## src/rtl/key_pulse_gen.sv

```systemverilog
// key_pulse_gen
//   Turns four raw, bouncing, active-low pushbuttons into a clean one-hot
//   press strobe for the lock FSM. Each key is synchronized and debounced
//   separately. A small IDLE/GAP FSM then emits one strobe per accepted press
//   and enforces a quiet gap afterwards.
//
// Parameters
//   DEBOUNCE_CYCLES : synchronized cycles a new level must hold (1..65535)
//   GAP_CYCLES      : idle cycles enforced after each strobe (1..65535)
//
// Ports
//   clock  : system clock, rising edge
//   reset  : asynchronous, active-low reset
//   KEY_N  : raw key levels, 0 = pressed, asynchronous to clock
//   KEY    : registered one-hot press strobe, one cycle wide
//   BUSY   : registered, high during the strobe cycle and the gap
//   MULTI  : registered one-cycle strobe, press rejected (several keys)

module key_pulse_gen #(
  parameter int DEBOUNCE_CYCLES = 4,
  parameter int GAP_CYCLES      = 5
) (
  input  logic       clock,
  input  logic       reset,
  input  logic [3:0] KEY_N,
  output logic [3:0] KEY,
  output logic       BUSY,
  output logic       MULTI
);

  localparam int CW = $clog2(DEBOUNCE_CYCLES + 1);
  localparam int GW = $clog2(GAP_CYCLES + 1);
  localparam logic [CW-1:0] DB_LAST  = CW'(DEBOUNCE_CYCLES - 1);
  localparam logic [GW-1:0] GAP_LAST = GW'(GAP_CYCLES);

  typedef enum logic {IDLE, GAP} state_t;

  logic [3:0]    sync1, sync2;
  logic [3:0]    deb_level;
  logic [3:0]    deb_prev;
  logic [3:0]    press;
  logic [3:0]    others_held;
  logic          single_press;
  state_t        state, next_state;
  logic [GW-1:0] gap_cnt, next_gap;
  logic [3:0]    next_key;
  logic          next_busy, next_multi;

  // Two-flop synchronizer; resets to "released" so nothing looks pressed.
  always_ff @(posedge clock or negedge reset) begin
    if (!reset) begin
      sync1 <= 4'hF;
      sync2 <= 4'hF;
    end else begin
      sync1 <= KEY_N;
      sync2 <= sync1;
    end
  end

  // Per-key debouncer. The counter only runs while the synchronized level
  // disagrees with the accepted level. It is cleared on acceptance, so it never
  // reaches a value that could wrap.
  for (genvar i = 0; i < 4; i++) begin : g_deb
    logic [CW-1:0] cnt;
    logic          lvl;

    always_ff @(posedge clock or negedge reset) begin
      if (!reset) begin
        cnt <= '0;
        lvl <= 1'b1;
      end else if (sync2[i] == lvl) begin
        cnt <= '0;
      end else if (cnt == DB_LAST) begin
        lvl <= sync2[i];
        cnt <= '0;
      end else begin
        cnt <= cnt + CW'(1);
      end
    end

    assign deb_level[i] = lvl;
  end

  // Previous debounced level. A press event is an accepted 1->0 edge.
  always_ff @(posedge clock or negedge reset) begin
    if (!reset) begin
      deb_prev <= 4'hF;
    end else begin
      deb_prev <= deb_level;
    end
  end

  assign press        = deb_prev & ~deb_level;
  assign others_held  = ~deb_level & ~press;
  assign single_press = (press != 4'h0) && ((press & (press - 4'd1)) == 4'h0);

  // FSM state and registered outputs.
  always_ff @(posedge clock or negedge reset) begin
    if (!reset) begin
      state   <= IDLE;
      gap_cnt <= '0;
      KEY     <= 4'h0;
      BUSY    <= 1'b0;
      MULTI   <= 1'b0;
    end else begin
      state   <= next_state;
      gap_cnt <= next_gap;
      KEY     <= next_key;
      BUSY    <= next_busy;
      MULTI   <= next_multi;
    end
  end

  // Next-state and output decode. Presses seen in GAP are simply dropped,
  // because a press event lasts only one cycle.
  always_comb begin
    next_state = state;
    next_gap   = gap_cnt;
    next_key   = 4'h0;
    next_busy  = 1'b0;
    next_multi = 1'b0;
    case (state)
      IDLE: begin
        if (press != 4'h0) begin
          if (single_press && (others_held == 4'h0)) begin
            next_key   = press;
            next_busy  = 1'b1;
            next_gap   = '0;
            next_state = GAP;
          end else begin
            next_multi = 1'b1;
          end
        end
      end
      GAP: begin
        if (gap_cnt == GAP_LAST) begin
          next_gap   = '0;
          next_state = IDLE;
        end else begin
          next_busy = 1'b1;
          next_gap  = gap_cnt + GW'(1);
        end
      end
      default: begin
        next_state = IDLE;
      end
    endcase
  end

endmodule

```

## config.mk

```make
export PLATFORM = sky130hd
export DESIGN_NAME = key_pulse_gen
export DESIGN_NICKNAME = d
export VERILOG_FILES = /design/src/rtl/key_pulse_gen.sv
export SDC_FILE = /design/constraint.sdc
export NUM_CORES = 1
export LEC_CHECK = 0
export BUFFER_PORTS_ARGS = -buffer_cell sky130_fd_sc_hd__buf_2
export CORE_ASPECT_RATIO = 1.5
export CORE_MARGIN = 1.5
export CORE_UTILIZATION = 55
export DETAILED_ROUTE_END_ITERATION = 7
export PLACE_DENSITY = 0.85
export SKIP_CTS_REPAIR_TIMING = 1
export SYNTH_ARGS = -nofsm -noshare
export SYNTH_HDL_FRONTEND = slang
export SYNTH_SLANG_ARGS = --single-unit
```

## constraint.sdc

```tcl
create_clock -name clock -period 2.4 [get_ports clock]
set_clock_uncertainty 0.05 [all_clocks]
set_input_delay 0.24 -clock clock [delete_from_list [all_inputs] [get_ports clock]]
set_output_delay 0.24 -clock clock [all_outputs]
set_load 0.02 [all_outputs]
```

==> results of run 1 <==
## where the power goes
part | switching, W | total, W | leakage, nW | internal [W]
Clock | 0.000183 | 0.000327 | 0.0326 | 0.000144
Combinational | 0.000248 | 0.000513 | 0.253 | 0.000265
Sequential | 0.000188 | 0.00104 | 0.444 | 0.000850
Total | 0.000618 | 0.00188 | 0.730 | 0.00126
## worst paths after layout
kind | slack [ps] | depth (start not counted) | end
min | 300 | 0 | sync2[1]$_DFF_PN1_
max | 1030 | 1 | BUSY
min in group asynchronous | 440 | 2 | KEY[1]$_DFF_PN0_
max in group asynchronous | 1370 | 2 | g_deb[2].cnt[1]$_DFF_PN0_
max reg2reg | 1050 | 3 | state$_DFF_PN0_
min reg2reg | 300 | 0 | sync2[1]$_DFF_PN1_
## routing by layer
| metal | GRT usage (%) | up-vias |
|---|---|---|
| li1 | - | 414 |
| met1 | 16.3 | 449 |
| met2 | 31.6 | 23 |
| met3 | 7.65 | 8 |
| met4 | 9.93 | 0 |
| met5 | 0 | - |
## worst register-to-register path, delay by kind of cell, from the launching register on
kind	cells	cell delay, ps
DFF	1	660
and+or+nand+nor	3	540
## final cells by class
type | count | area, sq um | share of cell area [%]
clock buffers | 8 | 58.8 | 3.56
repair buffers | 16 | 105 | 6.37
multi-input cells | 64 | 488 | 29.6
well taps | 36 | 45.0 | 2.73
inverters | 2 | 7.51 | 0.455
flip-flops and latches | 37 | 946 | 57.3
## registers in the layout, summed over array words and instances (netlist names)
register and cells:
sync1 4, sync2 4, state 1, deb_prev 4, gap_cnt 3, g_deb.lvl 4
KEY 4, MULTI 1, g_deb.cnt 12
## cells in the mapped netlist, drive strengths merged (3+ instances only)
master | number | area share (%)
buf | 4 | 2.3
dfrtp | 21 | 36
dfstp | 16 | 28
ha | 4 | 3.4
mux2 | 4 | 3.1
nand2 | 3 | 0.76
nand4 | 3 | 1.7
nand4b | 3 | 1.8
nor2b | 10 | 4.4
nor3 | 4 | 1.4
nor3b | 10 | 5.1
xnor2 | 5 | 3.0
## metrics by stage
| stage | instance area [sq um] | utilization, % | worst slack [ps] |
|---|---|---|---|
| 3_3_place_gp | 1540 | 61.5 | 1130 |
| 5_1_grt | 1650 | 65.9 | 963 |
| 6_report | 1650 | 65.9 | 1030 |
| 2_1_floorplan | 1480 | - | 1150 |
| 3_5_place_dp | 1540 | 61.5 | 1080 |
| 4_1_cts | 1600 | 63.9 | 1020 |
## layout by cell type, fill, tap and decap left out, types with 2 or more instances in the layout
master,count
nand4_1,2
ha_1,4
and4_1,2
dlygate4sd3_1,5
buf_2,11
nand2_1,3
o211ai_1,2
dfrtp_1,21
o21ai_0,2
nand4b_1,3
mux2_2,4
xnor2_1,5
clkbuf_4,5
nor2b_1,9
inv_1,2
nor2_1,2
dfstp_2,16
nor3_1,4
nor3b_1,10
nand3_1,2
clkbuf_1,2
## kinds of logic (layout without fill, tap and decap cells)
logic type	after synthesis	after routing
AOI/OAI and AO/OA	7	7
xor gates and xnor gates	5	5
adders and majority gates	4	4
buffers and inverters	6	26
DFF	37	37
muxes	4	4
and+or+nand+nor	44	44
==> impl_metrics.py, run 1 <==
metrics = {
    "floorplan": {
        "chipWidth_um": 45.3,
        "row_count": 22,
        "fp.dieH_um": 66.4,
        "core_sq_um": 2500,
        "initial_utilization_pct": 58.9,
        "die_area_sq_um": 3010,
        "ios": 12,
    },
    "sta": {
        "setup_viol": 0,
        "min_period_over_period_pct": 57.1,
        "hold_ws_ps": 297,
        "worst_slew_pin_slew_ps": 751,
        "totalNegativeSetupSlack_ps": 0,
        "rsz0062_at_grt": "no",
        "post-route-min-period_ps": 1370,
        "max_clock_freq_mhz": 730,
        "maxSlewViolCount": 0,
        "hold_viol": 0,
        "slew_headroom_pct": 49.9,
    },
    "synthesis": {
        "synth_top_family_by_area": "simple AND/OR/NAND/NOR gates",
        "synth.avg_cell_area_sq_um": 13.8,
        "synth_compound_area_share_pct": 3.65,
        "synth_fp_nets": 117,
        "synthCells": 107,
        "synthMuxAreaShare_pct": 3.05,
        "netlist_area_sq_um": 1480,
        "synthAdderAreaFrac_pct": 3.39,
        "ys_ff_latch": 37,
        "ys_seq_area_share_pct": 64.1,
        "synth-async-reset-ratio_pct": 100,
        "yosysWarnings": 0,
        "synth_xor_area_share_pct": 2.97,
        "synthSimpleGateAreaFrac_pct": 20.0,
        "ys.flop_type": "dfrtp_1",
        "synth-edff-count": 0,
        "synth.distinct_cells": 29,
    },
    "route": {
        "vias_per_cell": 5.48,
        "route.vias.total": 894,
        "wl_met1_um": 831,
        "detail-route-antenna-nets": 0,
        "top_layer": "met4",
        "drtPass1Iterations": 4,
        "drtIter0Drc": 23,
        "wl_per_cell_um": 13.7,
        "route.met3.wl_um": 106,
        "drc": 0,
        "wl_met2_um": 1220,
        "wl_um": 2230,
    },
    "global_routing": {
        "grt_max_degree": 38,
        "first_global_vias": 921,
        "grt_pass1_wl_um": 3720,
        "grt_use_total_pct": 18.0,
        "antenna_found_initial": 0,
        "overflow": 0,
    },
    "clock_network": {
        "path_clk_slew_ps": 100,
        "cts_tree": "done",
        "clkLatencyLatePin_ps": 340,
        "cts_made_buffers": 5,
        "htree_num_levels": 2,
        "cts_root_buf": "clkbuf_4",
        "clock-sinks": 37,
        "clk_path_buf_depth": 2,
    },
    "worst_setup_path": {
        "r2r_start": "g_deb[0].lvl$_DFFE_PN1P_",
        "crit_path_max_fanout": 9,
        "cp_slowest_cell": "dfrtp_1",
        "critPathTopFamily": "flip-flops",
        "crit_path_end_kind": "output port",
        "crit_start": "state$_DFF_PN0_",
        "path_buf_inv": 1,
        "max_stage_delay_ps": 510,
        "crit_arrival_ps": 1080,
        "critPathKind": "flop to output port",
        "cp_cell_sequence": "buf_2",
        "required_ps": 2110,
        "startpoint_type": "flop",
    },
    "hold_path": {
        "min_path_type": "flop to flop",
        "worst_hold_startpoint": "sync1[1]$_DFF_PN1_",
    },
    "power_and_ir_drop": {
        "ir_drop_mv": 0.705,
        "power.density_nw_per_um2": 1140,
        "p_leak_nw": 0.730,
        "power_w": 0.00188,
    },
    "placed_design": {
        "dp.final_hpwl_um": 1600,
        "gp_congestion": 0.800,
        "portBuffers": 11,
        "dp.cells": 150,
    },
    "run_status": {
        "status": "complete, no violations",
    },
    "finish": {
        "antenna_cells": 0,
        "final_nets": 136,
        "fill_cells": 192,
        "synthToLayoutAreaGrowth_pct": 11.9,
        "drive_gt1_share_pct": 33.1,
        "instances_no_fill": 163,
    },
    "run": {
        "drv_cap": 0,
    },
}
No activity file was read; power rests on OpenSTA's default activity.
==> run 2, diff against run 1 <==
clock period = 1.4 ns   (was 2.4 ns; I/O delays follow)
==> run 2 against run 1 <==
  * Die area stayed put
  * Register-to-register slack worse by 950 ps
  * Non-clock buffer count is 3 higher
  * Flip-flop and latch count is the same
  * Combinational power up 80%
==> impl_metrics.py, run 2 (synthesis results as in run 1) <==
metrics = {
    "placed_design": {
        "portBuffers": 11,
        "dp.final_hpwl_um": 1520,
        "dp_slack_ps": 102,
        "gp_congestion": 0.800,
    },
    "sta": {
        "rsz0062_at_grt": "no",
        "worst_slew_pin_slew_ps": 431,
        "setup_ws_ps": 102,
        "maxSlewViolCount": 0,
        "totalNegativeSetupSlack_ps": 0,
        "max_clock_freq_mhz": 770,
        "min_period_over_period_pct": 92.7,
        "setup_viol": 0,
        "hold_viol": 0,
        "post-route-min-period_ps": 1300,
        "slew_headroom_pct": 71.3,
    },
    "run": {
        "drv_cap": 0,
    },
    "global_routing": {
        "grt_pass1_wl_um": 3600,
        "first_global_vias": 853,
        "antenna_found_initial": 0,
        "grt_use_total_pct": 17.6,
        "overflow": 0,
        "grt_max_degree": 38,
    },
    "clock_network": {
        "clk_path_buf_depth": 2,
        "cts_root_buf": "clkbuf_4",
        "path_clk_slew_ps": 110,
        "clkLatencyLatePin_ps": 330,
        "cts_made_buffers": 5,
        "clock-sinks": 37,
        "cts_tree": "done",
        "htree_num_levels": 2,
    },
    "power_and_ir_drop": {
        "p_leak_nw": 0.741,
        "p_sw_w": 0.00103,
        "power.density_nw_per_um2": 1910,
        "p_sw_share_pct": 32.5,
        "p_int_w": 0.00214,
        "p_clk_share_pct": 16.1,
        "power_frac_comb_pct": 29.1,
        "ir_drop_mv": 0.957,
        "seqPwrFrac_pct": 54.8,
    },
    "floorplan": {
        "row_count": 22,
        "ios": 12,
        "core_sq_um": 2500,
        "chipWidth_um": 45.3,
        "die_area_sq_um": 3010,
        "initial_utilization_pct": 58.9,
        "fp.dieH_um": 66.4,
    },
    "worst_setup_path": {
        "critPathKind": "flop to flop",
        "rrSetupSlack_ps": 100,
        "required_ps": 1590,
        "startpoint_type": "flop",
        "crit_path_end_kind": "flop",
        "crit_arrival_ps": 1480,
        "crit_path_max_fanout": 12,
    },
    "finish": {
        "multi_input_area_sq_um": 488,
        "layout_commonest_cell": "dfrtp_1",
        "seqCellArea_sq_um": 946,
        "largest-register": "g_deb.cnt",
        "largest_reg_flops": 12,
        "synthToLayoutAreaGrowth_pct": 12.8,
        "drive_gt1_share_pct": 34.6,
        "antenna_cells": 0,
        "fill_cells": 204,
        "final_nets": 139,
        "layout_common_cells": "dfrtp_1, dfstp_2, buf_2, nor3b_1, nor2b_1",
    },
    "route": {
        "route.vias.total": 873,
        "wl_um": 2110,
        "wl_per_cell_um": 12.7,
        "drtPass1Iterations": 3,
        "drc": 0,
        "drtIter0Drc": 7,
        "detail-route-antenna-nets": 0,
        "vias_per_cell": 5.26,
    },
    "hold_path": {
        "min_path_type": "flop to flop",
    },
    "run_status": {
        "status": "complete, no violations",
    },
}
[run 2: changes by cell type in the layout (fill, tap and decap cells not counted), sizes merged]
cell    before  now
buf         11   14
clkinv       0    1
clkbuf       8    7
[run 2: critical path, cell delays in order, from the launching register on]
cell and delay [ps]:
dfstp_2 650, nand4b_1 190, nand4_2 140, and3_1 170
[run 2: worst paths after layout]
check	end	cells after the start	start
max	state$_DFF_PN0_	3	g_deb[0].lvl$_DFFE_PN1P_
min	sync2[1]$_DFF_PN1_	0	sync1[1]$_DFF_PN1_
max reg2reg	state$_DFF_PN0_	3	g_deb[0].lvl$_DFFE_PN1P_
min reg2reg	sync2[1]$_DFF_PN1_	0	sync1[1]$_DFF_PN1_
max in group asynchronous	sync1[1]$_DFF_PN1_	3	reset
min in group asynchronous	KEY[2]$_DFF_PN0_	3	reset
[run 2: power by group through the flow]
stage | clock network [W] | registers, W | logic (W)
CTS | 0.000533 | 0.00174 | 0.000930
detailed placement | 0 | 0.00176 | 0.000925
global placement | 0 | 0.00173 | 0.000882
finish | 0.000510 | 0.00174 | 0.000923
global route | 0.000600 | 0.00178 | 0.00104
floorplan | 0 | 0.00165 | 0.000826
[run 2: area by class of cell]
| class | count | share of cell area [%] |
|---|---|---|
| Inverter | 2 | 0.451 |
| Timing Repair Buffer | 19 | 7.67 |
| Clock buffer | 7 | 2.71 |
| Clock inverter | 1 | 0.301 |
| Tap cell | 36 | 2.71 |
| Multi-Input combinational cell | 64 | 29.3 |
| Sequential cell | 37 | 56.8 |
[run 2: routing by layer]
layer | vias to the layer above | wire length (um) | track usage (%) | part of all wire [%]
met1 | 438 | 817 | 17.7 | 39
met4 | 0 | 36 | 8.82 | 1.7
li1 | 418 | - | - | -
met3 | 4 | 72 | 7.38 | 3.4
met5 | - | 0 | 0 | 0
met2 | 13 | 1190 | 29.8 | 56
[run 2: through the flow]
stage | total power [W] | std cells | util, % | area (sq um) | hold slack (ps)
CTS | 0.00320 | 161 | 64.4 | 1610 | -228
detailed placement | 0.00268 | 153 | 62.4 | 1560 | 147
global route | 0.00342 | 166 | 66.4 | 1660 | 299
global placement | 0.00261 | 153 | 62.4 | 1560 | 138
finish | 0.00317 | 166 | 66.4 | 1660 | 292
floorplan | 0.00248 | 107 | - | 1480 | -206
